`config.mk`:
```
export PLATFORM = sky130hd
export DESIGN_NAME = ts_packet_arbiter_flat
export DESIGN_NICKNAME = d
export VERILOG_FILES = /design/src/rtl/ts_packet_arbiter_if.sv /design/src/rtl/ts_packet_arbiter.sv /design/src/flat_wrapper.sv
export SDC_FILE = /design/constraint.sdc
export NUM_CORES = 1
export LEC_CHECK = 0
export CORE_ASPECT_RATIO = 1.5
export CORE_UTILIZATION = 52
export DETAILED_ROUTE_END_ITERATION = 8
export PLACE_DENSITY = 0.81
export SYNTH_ARGS = -nofsm -noshare
export SYNTH_HDL_FRONTEND = slang
export SYNTH_SLANG_ARGS = --single-unit
```
`constraint.sdc`:
```
create_clock -name clk -period 2.8 [get_ports clk]
set_input_delay 0.84 -clock clk [delete_from_list [all_inputs] [get_ports clk]]
set_output_delay 0.84 -clock clk [all_outputs]
set_load 0.005 [all_outputs]
```
`src/rtl/ts_packet_arbiter_if.sv`:
```
// rtl/ts_packet_arbiter_if.sv - stream bundle between the sync recovery stage and the packet arbiter
//
// Purpose: groups the four input byte lanes, the merged output stream and the
//          per-channel drop counters of ts_packet_arbiter.
// Signals:
//   ts_in[31:0]   4 byte lanes, channel i = ts_in[8*i+7:8*i]
//   valid_in[3:0] per-lane byte valid
//   sync_in[3:0]  per-lane packet-start flag (meaningful with valid_in)
//   chan_en[3:0]  channel enable mask
//   drop_clr      clear of all drop counters
//   byte_out      forwarded byte
//   valid_out     byte_out valid
//   sync_out      first byte of a forwarded packet
//   chan_out      source channel of byte_out
//   pkt_err       one-cycle pulse on packet abort
//   drop_cnt      4 saturating drop counters, DROP_W bits each
interface ts_packet_arbiter_if #(
  parameter int DROP_W = 8
);
  logic [31:0]         ts_in;
  logic [3:0]          valid_in;
  logic [3:0]          sync_in;
  logic [3:0]          chan_en;
  logic                drop_clr;
  logic [7:0]          byte_out;
  logic                valid_out;
  logic                sync_out;
  logic [1:0]          chan_out;
  logic                pkt_err;
  logic [4*DROP_W-1:0] drop_cnt;

  modport master (
    output ts_in, valid_in, sync_in, chan_en, drop_clr,
    input  byte_out, valid_out, sync_out, chan_out, pkt_err, drop_cnt
  );

  modport slave (
    input  ts_in, valid_in, sync_in, chan_en, drop_clr,
    output byte_out, valid_out, sync_out, chan_out, pkt_err, drop_cnt
  );
endinterface

```
`src/rtl/ts_packet_arbiter.sv`:
```
// rtl/ts_packet_arbiter.sv - packet-granular round-robin merge of four TS byte streams
//
// Purpose: grants one channel at a packet start (sync byte), forwards exactly
//          PKT_LEN bytes from it, and counts starts on other enabled channels
//          that arrive while busy or lose the grant.
// Ports:
//   clk  system clock
//   rst  asynchronous active-low reset
//   bus  ts_packet_arbiter_if.slave (input lanes, merged output, drop counters)
module ts_packet_arbiter #(
  parameter int PKT_LEN = 188,
  parameter int TIMEOUT = 1024,
  parameter int DROP_W  = 8
) (
  input logic               clk,
  input logic               rst,
  ts_packet_arbiter_if.slave bus
);

  localparam logic [0:0] IDLE = 1'b0;
  localparam logic [0:0] FWD  = 1'b1;

  localparam logic [7:0]        PKT_LEN_B = 8'(PKT_LEN);
  localparam logic [15:0]       IDLE_MAX  = 16'(TIMEOUT - 1);
  localparam logic [DROP_W-1:0] DROP_MAX  = '1;
  localparam logic [DROP_W-1:0] DROP_ONE  = DROP_W'(1);

  logic [0:0]        state_q, state_d;
  logic [1:0]        grant_q, grant_d;
  logic [1:0]        rr_ptr_q, rr_ptr_d;
  logic [7:0]        byte_cnt_q, byte_cnt_d;
  logic [15:0]       idle_cnt_q, idle_cnt_d;
  logic [DROP_W-1:0] drop_q [4];

  logic [7:0] byte_out_q, byte_out_d;
  logic       valid_out_q, valid_out_d;
  logic       sync_out_q, sync_out_d;
  logic [1:0] chan_out_q, chan_out_d;
  logic       pkt_err_q, pkt_err_d;

  logic [3:0] start, cand, inc;
  logic [1:0] sel, idx;
  logic       found;
  logic [7:0] sel_byte, g_byte;

  assign start    = bus.valid_in & bus.sync_in;
  assign cand     = start & bus.chan_en;
  assign sel_byte = bus.ts_in[{sel, 3'b000} +: 8];
  assign g_byte   = bus.ts_in[{grant_q, 3'b000} +: 8];

  // Round-robin pick: first candidate at or after rr_ptr, wrapping mod 4.
  always_comb begin
    sel   = 2'd0;
    idx   = 2'd0;
    found = 1'b0;
    for (int k = 0; k < 4; k++) begin
      idx = rr_ptr_q + 2'(k);
      if (!found && cand[idx]) begin
        found = 1'b1;
        sel   = idx;
      end
    end
  end

  always_comb begin
    state_d     = state_q;
    grant_d     = grant_q;
    rr_ptr_d    = rr_ptr_q;
    byte_cnt_d  = byte_cnt_q;
    idle_cnt_d  = idle_cnt_q;
    byte_out_d  = 8'd0;
    valid_out_d = 1'b0;
    sync_out_d  = 1'b0;
    chan_out_d  = 2'd0;
    pkt_err_d   = 1'b0;
    inc         = 4'd0;
    case (state_q)
      IDLE: begin
        if (|cand) begin
          grant_d     = sel;
          byte_out_d  = sel_byte;
          valid_out_d = 1'b1;
          sync_out_d  = 1'b1;
          chan_out_d  = sel;
          byte_cnt_d  = 8'd1;
          idle_cnt_d  = 16'd0;
          state_d     = FWD;
          inc         = cand & ~(4'b0001 << sel);
        end
      end
      FWD: begin
        // Losing starts are counted on every FWD cycle, including the last byte.
        inc = cand & ~(4'b0001 << grant_q);
        if (bus.valid_in[grant_q]) begin
          idle_cnt_d = 16'd0;
          if (bus.sync_in[grant_q]) begin
            // Truncated packet: drop the new sync byte, it is not re-arbitrated.
            pkt_err_d = 1'b1;
            state_d   = IDLE;
            rr_ptr_d  = grant_q + 2'd1;
          end else begin
            byte_out_d  = g_byte;
            valid_out_d = 1'b1;
            chan_out_d  = grant_q;
            byte_cnt_d  = byte_cnt_q + 8'd1;
            if (byte_cnt_q + 8'd1 == PKT_LEN_B) begin
              state_d  = IDLE;
              rr_ptr_d = grant_q + 2'd1;
            end
          end
        end else if (idle_cnt_q == IDLE_MAX) begin
          pkt_err_d = 1'b1;
          state_d   = IDLE;
          rr_ptr_d  = grant_q + 2'd1;
        end else begin
          idle_cnt_d = idle_cnt_q + 16'd1;
        end
      end
      default: state_d = IDLE;
    endcase
  end

  always_ff @(posedge clk or negedge rst) begin
    if (!rst) begin
      state_q     <= IDLE;
      grant_q     <= 2'd0;
      rr_ptr_q    <= 2'd0;
      byte_cnt_q  <= 8'd0;
      idle_cnt_q  <= 16'd0;
      byte_out_q  <= 8'd0;
      valid_out_q <= 1'b0;
      sync_out_q  <= 1'b0;
      chan_out_q  <= 2'd0;
      pkt_err_q   <= 1'b0;
      for (int i = 0; i < 4; i++) drop_q[i] <= '0;
    end else begin
      state_q     <= state_d;
      grant_q     <= grant_d;
      rr_ptr_q    <= rr_ptr_d;
      byte_cnt_q  <= byte_cnt_d;
      idle_cnt_q  <= idle_cnt_d;
      byte_out_q  <= byte_out_d;
      valid_out_q <= valid_out_d;
      sync_out_q  <= sync_out_d;
      chan_out_q  <= chan_out_d;
      pkt_err_q   <= pkt_err_d;
      // Clear wins over a same-cycle increment; counters saturate.
      for (int i = 0; i < 4; i++) begin
        if (bus.drop_clr) drop_q[i] <= '0;
        else if (inc[i] && drop_q[i] != DROP_MAX) drop_q[i] <= drop_q[i] + DROP_ONE;
      end
    end
  end

  assign bus.byte_out  = byte_out_q;
  assign bus.valid_out = valid_out_q;
  assign bus.sync_out  = sync_out_q;
  assign bus.chan_out  = chan_out_q;
  assign bus.pkt_err   = pkt_err_q;

  for (genvar i = 0; i < 4; i++) begin : g_drop
    assign bus.drop_cnt[DROP_W*i +: DROP_W] = drop_q[i];
  end

endmodule

```
`src/flat_wrapper.sv`:
```
// flat-port wrapper written by rule: the top's interface ports become plain ports
module ts_packet_arbiter_flat 
#(
  parameter int PKT_LEN = 188,
  parameter int TIMEOUT = 1024,
  parameter int DROP_W  = 8
)
  (clk, rst, bus_ts_in, bus_valid_in, bus_sync_in, bus_chan_en, bus_drop_clr, bus_byte_out, bus_valid_out, bus_sync_out, bus_chan_out, bus_pkt_err, bus_drop_cnt);
  ts_packet_arbiter_if #(.DROP_W(DROP_W)) bus_i ();
  input logic clk;
  input logic rst;
  input wire logic [$bits(bus_i.ts_in)-1:0] bus_ts_in;
  input wire logic [$bits(bus_i.valid_in)-1:0] bus_valid_in;
  input wire logic [$bits(bus_i.sync_in)-1:0] bus_sync_in;
  input wire logic [$bits(bus_i.chan_en)-1:0] bus_chan_en;
  input wire logic [$bits(bus_i.drop_clr)-1:0] bus_drop_clr;
  output wire logic [$bits(bus_i.byte_out)-1:0] bus_byte_out;
  output wire logic [$bits(bus_i.valid_out)-1:0] bus_valid_out;
  output wire logic [$bits(bus_i.sync_out)-1:0] bus_sync_out;
  output wire logic [$bits(bus_i.chan_out)-1:0] bus_chan_out;
  output wire logic [$bits(bus_i.pkt_err)-1:0] bus_pkt_err;
  output wire logic [$bits(bus_i.drop_cnt)-1:0] bus_drop_cnt;
  assign bus_i.ts_in = bus_ts_in;
  assign bus_i.valid_in = bus_valid_in;
  assign bus_i.sync_in = bus_sync_in;
  assign bus_i.chan_en = bus_chan_en;
  assign bus_i.drop_clr = bus_drop_clr;
  assign bus_byte_out = bus_i.byte_out;
  assign bus_valid_out = bus_i.valid_out;
  assign bus_sync_out = bus_i.sync_out;
  assign bus_chan_out = bus_i.chan_out;
  assign bus_pkt_err = bus_i.pkt_err;
  assign bus_drop_cnt = bus_i.drop_cnt;
  ts_packet_arbiter #(.PKT_LEN(PKT_LEN), .TIMEOUT(TIMEOUT), .DROP_W(DROP_W)) u_core (.clk(clk), .rst(rst), .bus(bus_i));
endmodule
```
; ---- Yosys cells after proc, flatten, opt, wreduce, memory -nomap -nowiden
; Cells that the tools add are included.
[word_totals]
register_bits = 74
input_bits = 47
wordCells = 134
[classes]
addsub = 10
order_cmp = 5
n_eq_ne = 11
shifts = 4
n_mux = 63
bitwise = 7
n_reduce_logical = 20
[op_table]
columns = operator, n
row1 = two-way mux 8 bit, 14
row2 = variable part select 32 x 6 -> 8 bit, 2
row3 = two-way mux 16 bit, 3
row4 = "adder 8 x 1 -> 8 bit, second input constant", 5
row5 = "inequality test 8 bit, second input constant", 4
row6 = one-hot mux 16 bit (2 select lines), 1
row7 = one-hot mux 8 bit (2 select lines), 2
row8 = two-way mux 2 bit, 11
row9 = two-way mux 1 bit, 21
row10 = "adder 16 x 1 -> 16 bit, second input constant", 1
row11 = bitwise AND 4 bit, 4
row12 = "== test 16 x 10 -> 1 bit, second input constant", 1
row13 = "less-than comparator 2 x 3 -> 1 bit, second input constant", 5
row14 = binary-select mux 1 bit (select 2 bit), 6
row15 = nonzero test 2 bit, 5
row16 = "== test 8 bit, second input constant", 1
row17 = inverter 4 bit, 2
row18 = one-hot mux 4 bit (2 select lines), 1
row19 = "<< shifter 1 x 2 -> 4 bit, first input constant", 2
row20 = logical AND 1 bit, 7
row21 = "inequality test 3 bit, second input constant", 2
row22 = AND reduction 3 bit, 2
row23 = "adder 2 x 1 -> 2 bit, second input constant", 2
row24 = "adder 2 bit, second input constant", 2
row25 = 9 further kinds, 14

; ---- Logic depth before layout (Yosys ltp)
; Gate-level depths: netlist of run 1.
[depth]
word_depth = 22
depth_mapped = 10
ltp_nobuf = 8

; ---- Worst setup path after synthesis of run 1
; OpenSTA, ideal clock, no wires.
[synth_timing]
path_kind = input port to flip-flop
from = input port bus_chan_en[2]
to = register u_core.byte_out_q[6] (netlist: u_core.bus.byte_out[6])
setup_time_ns = 0.121
t_arrival_ns = 2.347
t_required_ns = 2.679
setup_slack_ns = 0.332
stages = 8
n_path_buf = 2
cell_sequence = nand3_1 nor3_1 o32a_1 buf_2 buf_2 mux2i_1 a21oi_1 a22o_1
[synth_between]
elab_chain_len = 16
elab_cells_between_ends = 26
cone_classes = shift (1) / mux (17) / bitwise (1) / reduce/logical (7)
[synth_rtl]
columns = element, line_no
row1 = "start, declared", flat_wrapper.sv:15  ; input wire logic [$bits(bus_i.chan_en)-1:0] bus_chan_en;
row2 = bitwise AND 4 bit *, ts_packet_arbiter.sv:47  ; assign cand = start & bus.chan_en;
row3 = binary-select mux 1 bit (select 2 bit), ts_packet_arbiter.sv:58  ; if (!found && cand[idx]) begin
row4 = two-way mux 1 bit (implied by the code), ts_packet_arbiter.sv:58
row5 = two-way mux 1 bit, ts_packet_arbiter.sv:58
row6 = zero test 1 bit, ts_packet_arbiter.sv:58
row7 = logical AND 1 bit, ts_packet_arbiter.sv:58
row8 = two-way mux 1 bit, ts_packet_arbiter.sv:58
row9 = zero test 1 bit, ts_packet_arbiter.sv:58
row10 = logical AND 1 bit, ts_packet_arbiter.sv:58
row11 = two-way mux 1 bit, ts_packet_arbiter.sv:58
row12 = zero test 1 bit, ts_packet_arbiter.sv:58
row13 = logical AND 1 bit, ts_packet_arbiter.sv:58
row14 = two-way mux 2 bit, ts_packet_arbiter.sv:58
row15 = variable part select 32 x 6 -> 8 bit, ts_packet_arbiter.sv:48  ; assign sel_byte = bus.ts_in[{sel, 3'b000} +: 8];
row16 = two-way mux 8 bit *, ts_packet_arbiter.sv:79  ; if (|cand) begin
row17 = one-hot mux 8 bit (2 select lines) *, ts_packet_arbiter.sv:77  ; case (state_q)
row18 = net u_core.byte_out_d[6], ts_packet_arbiter.sv:35  ; logic [7:0] byte_out_q, byte_out_d;
row19 = "end signal, assigned", ts_packet_arbiter.sv:142  ; byte_out_q <= byte_out_d;
row20 = "end, declared", ts_packet_arbiter.sv:35
; The timed path passes the listed nets; every way through them passes the cells marked *. The select of a mux whose other input is x is not followed.
; A chain may end at the register's enable or synchronous reset.

; ---- Final worst setup path of run 1
[layout_timing]
from = input port bus_valid_in[0]
to = register u_core.drop_q (netlist bit u_core.bus.drop_cnt[21])
[layout_between]
elab_chain_len = 21
elab_cells_between_ends = 31
cone_classes = shift (1) / mux (17) / bitwise (4) / reduce/logical (9)
[layout_rtl]
columns = element, line_no
row1 = "start, declared", flat_wrapper.sv:13  ; input wire logic [$bits(bus_i.valid_in)-1:0] bus_valid_in;
row2 = bitwise AND 4 bit *, ts_packet_arbiter.sv:46  ; assign start = bus.valid_in & bus.sync_in;
row3 = bitwise AND 4 bit *, ts_packet_arbiter.sv:47
row4 = binary-select mux 1 bit (select 2 bit), ts_packet_arbiter.sv:58
row5 = two-way mux 1 bit (implied by the code), ts_packet_arbiter.sv:58
row6 = two-way mux 1 bit, ts_packet_arbiter.sv:58
row7 = zero test 1 bit, ts_packet_arbiter.sv:58
row8 = logical AND 1 bit, ts_packet_arbiter.sv:58
row9 = two-way mux 1 bit, ts_packet_arbiter.sv:58
row10 = [... 5 more ...], n/a
row11 = two-way mux 2 bit, ts_packet_arbiter.sv:58
row12 = << shifter 1 x 2 -> 4 bit, ts_packet_arbiter.sv:88  ; inc = cand & ~(4'b0001 << sel);
row13 = inverter 4 bit, ts_packet_arbiter.sv:88
row14 = bitwise AND 4 bit, ts_packet_arbiter.sv:88
row15 = two-way mux 4 bit *, ts_packet_arbiter.sv:79
row16 = one-hot mux 4 bit (2 select lines) *, ts_packet_arbiter.sv:77
row17 = logical AND 1 bit *, ts_packet_arbiter.sv:150  ; else if (inc[i] && drop_q[i] != DROP_MAX) drop_q[i] <= drop_q[i] + DROP_ONE;
row18 = nonzero test 2 bit (no line) *, n/a
row19 = "end signal, assigned by index", ts_packet_arbiter.sv:149  ; if (bus.drop_clr) drop_q[i] <= '0;
row20 = "end, declared", ts_packet_arbiter.sv:33  ; logic [DROP_W-1:0] drop_q [4];
; Every way passes the cells marked *; elsewhere a longest branch is shown, timed or not. The select of a mux whose other input is x is not followed.

==> summary.txt, run 1 <==
Status
  – Status: completed

Placed design
  – Gpl congestion: 0.903
  – Placed cell count: 664
  – DP HPWL: 8090 um
  – Area after DPL: 5610 sq um
  – IO buf count: 91

CTS
  – Post-CTS Setup Inserts: 0
  – Skew-Pair Late Insertion Delay: 0.34 ns
  – Clk pin slew, worst setup/hold paths: 0.06 ns
  – # clock sinks: 74
  – CTS Buf Count: 9
  – Root Buffer: clkbuf_16
  – CTS H-tree lvls: 3
  – CTS tree: built
  – Longest Clk Path Bufs: 2

Synth
  – Synth Warn #: 0
  – Asr flop ratio synth: 1.00
  – Top FF cell, synth: dfrtp_1
  – Yosys top cell area share: 0.429
  – Synth area leader: dfrtp_1
  – Syn Nets: slightly above 500
  – #FFs+latches synth: 74
  – Register area share after synthesis: 0.429
  – Synth cell types: 57
  – Mapped Cells: 448
  – Synth Area per Inst: 9.63 sq um
  – Area contributors post-synth: dfrtp_1, xnor2_1, mux4_2
  – Most frequent cells after synthesis: dfrtp_1, nor2_1, nand2_1
  – Top-count cell post-synth: dfrtp_1
  – Number of synthesized flops with an enable pin: 0
  – Mapped Area: 4320 sq um

STA
  – Unrepaired setup endpoints after global routing: false
  – # setup viols final: 0
  – Slew margin rel.: 0.513
  – Worst Tran Pin Value: roughly 0.73 ns
  – Final period util: 0.939
  – Fin crit period: 2.63 ns
  – Setup TNS: 0 ns
  – Clock Skews: 0.00807 ns
  – Hold Violations, Final: 0
  – Max Slew Vio Count: 0
  – Achievable Freq: 0.380 GHz

Detailed routing
  – Vias: 3933
  – Remaining antenna violation count: 0
  – Routed vias/inst: just under 6
  – Initial drt markers: 242
  – Remaining routing DRC violations: 0
  – Routed WL: ~11000 um
  – Drt wl/cell: roughly 16 um
  – Drt pass-1 iters: 5

Final layout
  – Fin area: 5910 sq um
  – Non-filler cells, final: 680
  – FF+latch area: 1850 sq um
  – Layout fillers: 577
  – Fraction of layout instances using a drive strength above 1: 0.129
  – Synth-to-Final Area Change: 37.0%
  – Layout Nets: 627
  – ANT cells: 0
  – Multi-input combinational cell area: 2320 sq um

Setup path
  – R2r endpoint: u_core.idle_cnt_q[15]
  – CP Class: input port to register
  – Worst EP required: 3.02 ns
  – R2r worst-path depth: 7
  – R2r startpoint: u_core.idle_cnt_q[11]
  – Critical Path Fanout Max: 6
  – Critical Path Start Type: input port
  – Crit path DAT: 2.85 ns
  – Worst R2R Setup Slack: 0.38 ns
  – CP Capture Type: register

Floorplanning
  – DIE AREA: around 8700 sq um
  – Die Span Y: 114 um
  – FP Rows: 40
  – Initial Util: 0.539
  – Die X-Extent: 76.4 um
  – Num ports: 92
  – Core region area: 8010 sq um

Pwr
  – P per Cell Area: 645 nW/um^2
  – Final Total Pwr: 3.82 mW
  – Leakage: 2.42 nW
  – Peak VDD IR: 0.468 mV

Global routing
  – First-pass GRT wire length: 17700 um
  – Met1 track demand over resource: 0.288
  – Grt met3 use: 0.0720
  – Pin count of the biggest net entering global routing: 39
  – Aggregate global routing overflow: 0
  – Initial antenna violation count: 0
  – Vias in the first global route: just under 4000
  – M2 GR Usage: 0.458
  – Gr usage total: 0.262
  – Global routing's busiest layer: met2

Run
  – Max Cap Viol: 0

Hold path
  – Hold Crit Class: input port to asynchronous set/reset pin
[worst max-delay path by stage]
stage	startpoint	slack (ns)	depth (start not counted)	to
6_report	bus_valid_in[0]	0.17	8	u_core.bus.drop_cnt[21]
5_1_grt	bus_valid_in[0]	0.05	8	u_core.bus.drop_cnt[21]
4_1_cts	bus_valid_in[0]	0.13	8	u_core.bus.drop_cnt[21]
3_5_place_dp	bus_valid_in[0]	-0.17	8	u_core.bus.drop_cnt[21]
3_3_place_gp	bus_valid_in[0]	-0.16	8	u_core.bus.drop_cnt[21]
2_1_floorplan	bus_chan_en[2]	0.33	8	u_core.bus.byte_out[6]
[power by group]
part	switching (mW)	total, mW	leakage (nW)	internal (mW)
registers	0.171	1.38	1.01	1.21
clock network	0.434	1.14	0.149	0.710
logic	0.605	1.29	1.26	0.685
[final cells by class]
cell class	instances	area share
Clock buffer	11	0.0411
Clock inverter	5	0.00910
Inverter	17	0.0108
Multi-Input combinational cell	339	0.393
Sequential cell	74	0.313
Tap cell	105	0.0222
Timing Repair Buffer	129	0.210
[per-stage QoR]
step	setup WS (ns)	utilization	hold WS [ns]
CTS	0.127	0.738	0.479
finish	0.171	0.738	0.469
global placement	-0.159	0.701	0.477
detailed placement	-0.170	0.701	0.494
floorplan	0.332	-	0.461
global route	0.0461	0.738	0.508
[registers in the layout (all words and copies together) (netlist names), 2 cells and up]
name and cells:
u_core.byte_cnt_q 8, u_core.idle_cnt_q 16, u_core.grant_q 2, u_core.bus.drop_cnt 32, u_core.bus.chan_out 2, u_core.bus.byte_out 8, u_core.rr_ptr_q 2
[cell families after synthesis]
logic type / after synthesis / share of synthesized area
adder cells (fa/ha/maj): 10 / 0.0290
multiplexers: 32 / 0.104
AO/OA/AOI/OAI: 86 / 0.134
AND/OR/NAND/NOR: 175 / 0.198
flip-flops: 74 / 0.429
XOR/XNOR: 36 / 0.0731
buffers and inverters: 35 / 0.0328
[worst max-delay path, cell delays in order]
cell	delay (ns)
clkdlybuf4s50_1	0.56
nand3_1	0.25
a21oi_1	0.21
o22ai_1	0.16
a2111oi_1	0.48
buf_4	0.18
xnor2_1	0.10
nor2_1	0.05
[what timing repair did]
action	4_1_cts	5_1_grt
hold endpoints to repair	0	0
resized for setup	0	2
endpoints found under the setup margin	0	2
hold buffers	0	0
[layer usage]
layer  share of wire  vias up  wire length (um)
met1            0.39     1909              4290
li1                -     1866                 -
met5               0        -                 0
met2            0.52      131              5720
met3           0.063       27               690
met4           0.029        0               315
[cell usage in the layout (no fill, tap or decap), types with 8 or more instances in the layout]
cell	instances
clkdlybuf4s50_1	90
dfrtp_1	74
nor2_1	49
nand2_1	39
buf_4	35
nand3_1	26
a21oi_1	26
xnor2_1	26
o21ai_0	23
mux2i_1	20
inv_1	17
nor3_1	16
mux4_2	10
xor2_1	10
ha_1	10
nand4_1	9
clkbuf_16	9
a22o_1	8
Power figures use the tool's default switching activity.
==> run 2: changes to the inputs <==
==> constraint.sdc (replaced) <==
create_clock -name clk -period 2.9 [get_ports clk]
set_input_delay 0.87 -clock clk [delete_from_list [all_inputs] [get_ports clk]]
set_output_delay 0.87 -clock clk [all_outputs]
set_load 0.005 [all_outputs]
==> run 2 against run 1 <==
Die area is the same. Sequential share of layout area grew 0.20 points. Design area shrank 0.63%. Hold slack gained 0.064 ns. Register-to-register slack gained 0.11 ns. Combinational power shrank 5%. Largest cell class unchanged. Critical path depth is the same. Final cell count shrank 0.88%. First-iteration DRC count shrank 6.2%.
==> summary.txt, run 2 (synthesized netlist as in run 1, its figures left out) <==
STA
  – Fin crit period: 2.77 ns
  – Hold Violations, Final: 0 (unchanged)
  – Worst Tran Pin Value: 0.961 ns (+0.231 ns)
  – Final period util: 0.955
  – WHS: 0.533 ns (+0.0638 ns)
  – Clock Skews: 0.00570 ns (-0.00237 ns)
  – Slew margin rel.: 0.359 (-0.153)
  – Max Slew Vio Count: 0 (unchanged)
  – Unrepaired setup endpoints after global routing: false
  – Setup ws final: 0.131 ns (-0.0404 ns)
  – Achievable Freq: 0.361 GHz
  – # setup viols final: 0 (unchanged)

Global routing
  – Pin count of the biggest net entering global routing: 75 (+92%)
  – Initial antenna violation count: 0 (unchanged)
  – First-pass GRT wire length: 18500 um (+4.2%)
  – Vias in the first global route: 3927 (-0.81%)
  – Gr usage total: 0.269 (+0.00732)
  – Aggregate global routing overflow: 0 (unchanged)

Final layout
  – Max reg flops: 32 (unchanged)
  – Fin util: 0.734 (-0.00469)
  – Commonest non-fill, non-tap cell in the layout: clkdlybuf4s50_1
  – Non-filler cells, final: 674 (-0.88%)
  – ANT cells: 0 (unchanged)
  – Fraction of layout instances using a drive strength above 1: 0.121 (-0.00743)
  – Most frequent cells in the layout: clkdlybuf4s50_1, dfrtp_1, nor2_1
  – Layout Nets: 622 (-0.80%)
  – Synth-to-Final Area Change: 36.1%
  – Layout fillers: 578 (+0.17%)

Status
  – Status: completed

Detailed routing
  – Initial drt markers: 227 (-6.2%)
  – Remaining routing DRC violations: 0 (unchanged)
  – Routed vias/inst: 5.90 (+2.0%)
  – Vias: 3978 (+1.1%)
  – Routed WL: 11100 um (+0.72%)
  – Remaining antenna violation count: 0 (unchanged)
  – Drt pass-1 iters: 5 (unchanged)
  – Drt wl/cell: 16.5 um (+1.6%)

CTS
  – Post-CTS Setup Inserts: 0 (unchanged)
  – Post-CTS Hold Buffers: 0 (unchanged)
  – # clock sinks: 74 (unchanged)
  – Root Buffer: clkbuf_16
  – Skew-Pair Late Insertion Delay: 0.33 ns (about the same)
  – Longest Clk Path Bufs: 2 (unchanged)
  – CTS tree: built
  – CTS H-tree lvls: 3 (unchanged)
  – CTS Buf Count: 9 (unchanged)
  – Resize count post-CTS: 0 (unchanged)
  – Clk pin slew, worst setup/hold paths: 0.06 ns (about the same)

Setup path
  – Worst EP required: 3.12 ns (+0.10 ns)
  – CP Class: input port to register
  – Critical Path Fanout Max: 17 (+11)
  – Crit path DAT: 2.99 ns (+0.14 ns)
  – Critical Path Start Type: input port
  – R2r worst-path depth: 7 (unchanged)
  – CP Capture Type: register

Pwr
  – Leakage: 2.40 nW (-0.89%)
  – P_int: 2.59 mW (-0.74%)
  – Clock Power Share: 0.315 (+0.015)
  – P per Cell Area: 637 nW/um^2 (-1.4%)
  – NetSw: 1.15 mW (-4.7%)
  – Final Total Pwr: 3.74 mW (-2.0%)
  – Switching Fraction: 0.309 (-0.00867)
  – Peak VDD IR: 0.440 mV (-5.9%)
  – Seq pwr share: 0.357 (-0.005)
  – Part of the power in combinational logic: 0.328 (-0.010)

Floorplanning
  – Die Span Y: 114 um (unchanged)
  – Core region area: 8010 sq um (unchanged)
  – DIE AREA: 8670 sq um (unchanged)
  – Num ports: 92 (unchanged)
  – FP Rows: 40 (unchanged)
  – Die X-Extent: 76.4 um (unchanged)
  – Initial Util: 0.539 (unchanged)

Hold path
  – Hold depth: 1
  – Hold Crit Class: register to register

Placed design
  – DP Worst Slack: -0.123 ns (+0.0471 ns)
  – IO buf count: 91 (unchanged)
  – Placed cell count: 659 (-0.75%)
  – DP HPWL: 7800 um (-3.6%)
  – Gpl congestion: 0.891 (-1.3%)

Run
  – Max Cap Viol: 0 (unchanged)
-- run 2: changes by cell type in the layout (fill, tap and decap cells not counted), sizes merged --
| cell | delta |
|---|---|
| buf | -5 |
| clkinv | -4 |
| clkbuf | +3 |
-- run 2: area by class of cell --
class,instances,area (sq um),area share
tap,105,131,0.0224
inverter,17,63.8,0.0109
multi-input combinational,339,2320,0.395
clock buffer,14,294,0.0501
clock inverter,1,30.0,0.00511
sequential,74,1850,0.315
timing repair buffer,124,1180,0.201
-- run 2: worst max-delay path: stages --
cell and delay [ns]:
clkdlybuf4s50_1 0.55, nand3_1 0.24, nor3_1 0.27, o32a_1 0.27, buf_12 0.20, mux2i_1 0.27
a21oi_1 0.11, a22o_1 0.20
-- run 2: per-layer routing --
| metal | vias up | global-route usage | wire (um) | part of all wire |
|---|---|---|---|---|
| met5 | - | 0 | 0 | 0 |
| met4 | 0 | 0.168 | 429 | 0.039 |
| met3 | 35 | 0.0400 | 572 | 0.052 |
| met2 | 146 | 0.459 | 5770 | 0.52 |
| met1 | 1938 | 0.319 | 4330 | 0.39 |
| li1 | 1859 | - | - | - |
-- run 2: worst paths after layout --
check,from,endpoint,slack (ns)
min,u_core.byte_cnt_q[0],u_core.byte_cnt_q[0],0.53
min reg2reg,u_core.byte_cnt_q[0],u_core.byte_cnt_q[0],0.53
max reg2reg,u_core.idle_cnt_q[11],u_core.idle_cnt_q[10],0.49
min in group asynchronous,rst,u_core.bus.drop_cnt[8],0.69
max in group asynchronous,rst,u_core.bus.drop_cnt[21],1.59
max,bus_chan_en[2],u_core.bus.byte_out[7],0.13
-- run 2: metrics by stage --
step	cell area [sq um]	setup TNS (ns)
floorplan	4320	0
global placement	5550	-0.603
detailed placement	5550	-1.68
CTS	5870	0
global route	5870	0
finish	5870	0
-- run 2: power by group through the flow --
stage | Clock, mW | Combinational [mW] | Sequential (mW)
detailed placement | 0 | 1.21 | 1.35
global route | 1.24 | 1.33 | 1.35
global placement | 0 | 1.17 | 1.34
finish | 1.18 | 1.23 | 1.33
floorplan | 0 | 0.718 | 1.28
CTS | 1.20 | 1.23 | 1.33
==> run 3: changes to the inputs <==
--- a/config.mk
+++ b/config.mk
@@ -5,10 +5,12 @@
 export SDC_FILE = /design/constraint.sdc
 export NUM_CORES = 1
 export LEC_CHECK = 0
+export CELL_PAD_IN_SITES_DETAIL_PLACEMENT = 1
+export CELL_PAD_IN_SITES_GLOBAL_PLACEMENT = 1
 export CORE_ASPECT_RATIO = 1.5
-export CORE_UTILIZATION = 52
+export CORE_UTILIZATION = 39
 export DETAILED_ROUTE_END_ITERATION = 8
-export PLACE_DENSITY = 0.81
+export PLACE_DENSITY_LB_ADDON = 0.1
 export SYNTH_ARGS = -nofsm -noshare
 export SYNTH_HDL_FRONTEND = slang
 export SYNTH_SLANG_ARGS = --single-unit
==> run 3 against run 2 <==
Total power is 3.5% higher. Global-route usage is 2.9 points lower. Wire length is 18% higher. First-iteration DRC count down 42%. Critical endpoint is now u_core.bus.drop_cnt[21].
==> summary.txt, run 3 (synthesized netlist as in run 1, its figures left out) <==
Floorplanning
  – FP Rows: 46 (+15%)
  – DIE AREA: 11500 sq um (+33%)
  – Initial Util: 0.405 (-0.134)
  – Die Span Y: 131 um (+15%)
  – Die X-Extent: 87.9 um (+15%)
  – Num ports: 92 (unchanged)
  – Core region area: 10600 sq um (+33%)

STA
  – Hold Violations, Final: 0 (unchanged)
  – Fin crit period: 2.75 ns (-0.0155 ns)
  – Max Slew Vio Count: 0 (unchanged)
  – Achievable Freq: 0.363 GHz (+0.56%)
  – # setup viols final: 0 (unchanged)
  – Worst Tran Pin Value: 0.788 ns (-0.173 ns)
  – Clock Skews: 0.00594 ns (+0.000237 ns)
  – Final period util: 0.950 (-0.00534)
  – Slew margin rel.: 0.474 (+0.114)
  – Unrepaired setup endpoints after global routing: false
  – Setup TNS: 0 ns (unchanged)

Global routing
  – Pin count of the biggest net entering global routing: 39 (-48%)
  – First-pass GRT wire length: 20900 um (+13%)
  – Gr usage total: 0.240 (-0.0292)
  – Aggregate global routing overflow: 0 (unchanged)
  – Initial antenna violation count: 1 (+1)
  – Vias in the first global route: 4351 (+11%)

CTS
  – # clock sinks: 74 (unchanged)
  – CTS Buf Count: 9 (unchanged)
  – Skew-Pair Late Insertion Delay: 0.34 ns (about the same)
  – Root Buffer: clkbuf_16
  – CTS H-tree lvls: 3 (unchanged)
  – CTS tree: built
  – Clk pin slew, worst setup/hold paths: 0.06 ns (about the same)
  – Resize count post-CTS: 0 (unchanged)
  – Longest Clk Path Bufs: 2 (unchanged)
  – Post-CTS Setup Inserts: 0 (unchanged)
  – Post-CTS Hold Buffers: 0 (unchanged)

Placed design
  – DP HPWL: 9870 um (+27%)
  – IO buf count: 91 (unchanged)
  – Placed cell count: 702 (+6.5%)
  – Gpl congestion: 0.816 (-8.5%)

Final layout
  – Max reg flops: 32 (unchanged)
  – Synth-to-Final Area Change: 38.4%
  – Commonest non-fill, non-tap cell in the layout: clkdlybuf4s50_1
  – Layout Nets: 626 (+0.64%)
  – Most frequent cells in the layout: clkdlybuf4s50_1, dfrtp_1, nor2_1
  – Non-filler cells, final: 719 (+6.7%)
  – Fraction of layout instances using a drive strength above 1: 0.127 (+0.00591)

Setup path
  – CP Class: input port to register
  – Crit-path slowest cell: clkdlybuf4s50_1
  – Worst EP required: 3.11 ns (about the same)
  – Crit path cell chain: clkdlybuf4s50_1 > nand3_1 > a21oi_1 > o22ai_1 > a2111oi_0 > buf_4 > xnor2_1 > nor2_1
  – Crit path DAT: 2.97 ns (-0.02 ns)
  – Crit-path max cell delay: 0.56 ns (about the same)
  – CP Capture Type: register
  – Critical Path Start Type: input port
  – Worst R2R Setup Slack: 0.47 ns (-0.02 ns)
  – Critical Path Fanout Max: 5 (-12)
  – CP bufs+invs: 2 (unchanged)
  – CP top delay family: compound AO/OA/AOI/OAI gates

Detailed routing
  – Vias: 3985 (+0.18%)
  – Routed vias/inst: 5.54 (-6.1%)
  – Remaining routing DRC violations: 0 (unchanged)
  – Remaining antenna violation count: 0 (unchanged)
  – Routed WL: 13100 um (+18%)
  – Drt wl/cell: 18.3 um (+11%)
  – Initial drt markers: 132 (-42%)
  – Drt pass-1 iters: 4 (-1)

Run
  – Max Cap Viol: 0 (unchanged)

Pwr
  – P_int: 2.63 mW (+1.7%)
  – Clock Power Share: 0.319 (+0.004)
  – Peak VDD IR: 0.360 mV (-18%)
  – P per Cell Area: 648 nW/um^2 (+1.7%)
  – Final Total Pwr: 3.87 mW (+3.5%)
  – Leakage: 2.43 nW (+1.1%)
  – Part of the power in combinational logic: 0.338 (+0.010)
  – NetSw: 1.24 mW (+7.5%)
  – Switching Fraction: 0.321 (+0.0120)
  – Seq pwr share: 0.343 (-0.014)

Hold path
  – Hold Crit Class: input port to asynchronous set/reset pin

Status
  – Status: completed
## run 3: changes by cell type in the layout (fill, tap and decap cells not counted), sizes merged
cell / change
clkinv: +2
buf: +4
clkbuf: -2
diode: +1
bufinv: +1
## run 3: layout make-up
| type | instances | area (sq um) |
|---|---|---|
| Antenna cell | 1 | 2.50 |
| Tap cell | 144 | 180 |
| Fill cell | 1202 | 4670 |
| Multi-Input combinational cell | 339 | 2320 |
| Inverter | 17 | 63.8 |
| Clock inverter | 4 | 73.8 |
| Clock buffer | 12 | 256 |
| Sequential cell | 74 | 1850 |
| Timing Repair Buffer | 128 | 1220 |
## run 3: per-stage QoR
step	cell area, sq um	hold slack (ns)	util	worst slack (ns)
after floorplan	4320	0.461	-	0.402
after detailed placement	5640	0.496	0.530	-0.223
after global routing	5970	0.524	0.561	0.0324
after CTS	5970	0.504	0.561	0.160
after global placement	5640	0.481	0.530	-0.147
final	5970	0.502	0.561	0.146
## run 3: worst register-to-register path, delay by kind of cell (launching register included)
| family | cells | cell delay, ns |
|---|---|---|
| simple gates | 4 | 1.17 |
| flops | 1 | 0.44 |
| xor+xnor | 1 | 0.18 |
| compound gates | 1 | 0.30 |
| buf+inv | 1 | 0.17 |
## run 3: routing by layer
layer | global-route usage | vias up | part of all wire
li1 | - | 1871 | -
met1 | 0.265 | 1999 | 0.40
met2 | 0.439 | 87 | 0.53
met3 | 0.0490 | 28 | 0.037
met4 | 0.102 | 0 | 0.030
met5 | 0 | - | 0
## run 3: path summary, 6_finish.rpt
check	end	start	cells after the start
setup / recovery	u_core.bus.drop_cnt[21]	bus_chan_en[0]	8
hold / removal	u_core.byte_cnt_q[4]	rst	1
setup reg to reg	u_core.idle_cnt_q[9]	u_core.idle_cnt_q[10]	7
hold reg to reg	u_core.byte_cnt_q[0]	u_core.byte_cnt_q[0]	1
max in group asynchronous	u_core.bus.drop_cnt[22]	rst	2
min in group clk	u_core.byte_cnt_q[0]	u_core.byte_cnt_q[0]	1
## run 3: power by group through the flow
stage / Clock (mW) / Combinational (mW) / Sequential [mW]
2_1_floorplan: 0 / 0.718 / 1.28
3_3_place_gp: 0 / 1.27 / 1.34
3_5_place_dp: 0 / 1.31 / 1.35
4_1_cts: 1.26 / 1.32 / 1.33
5_1_grt: 1.30 / 1.42 / 1.35
6_report: 1.23 / 1.31 / 1.33
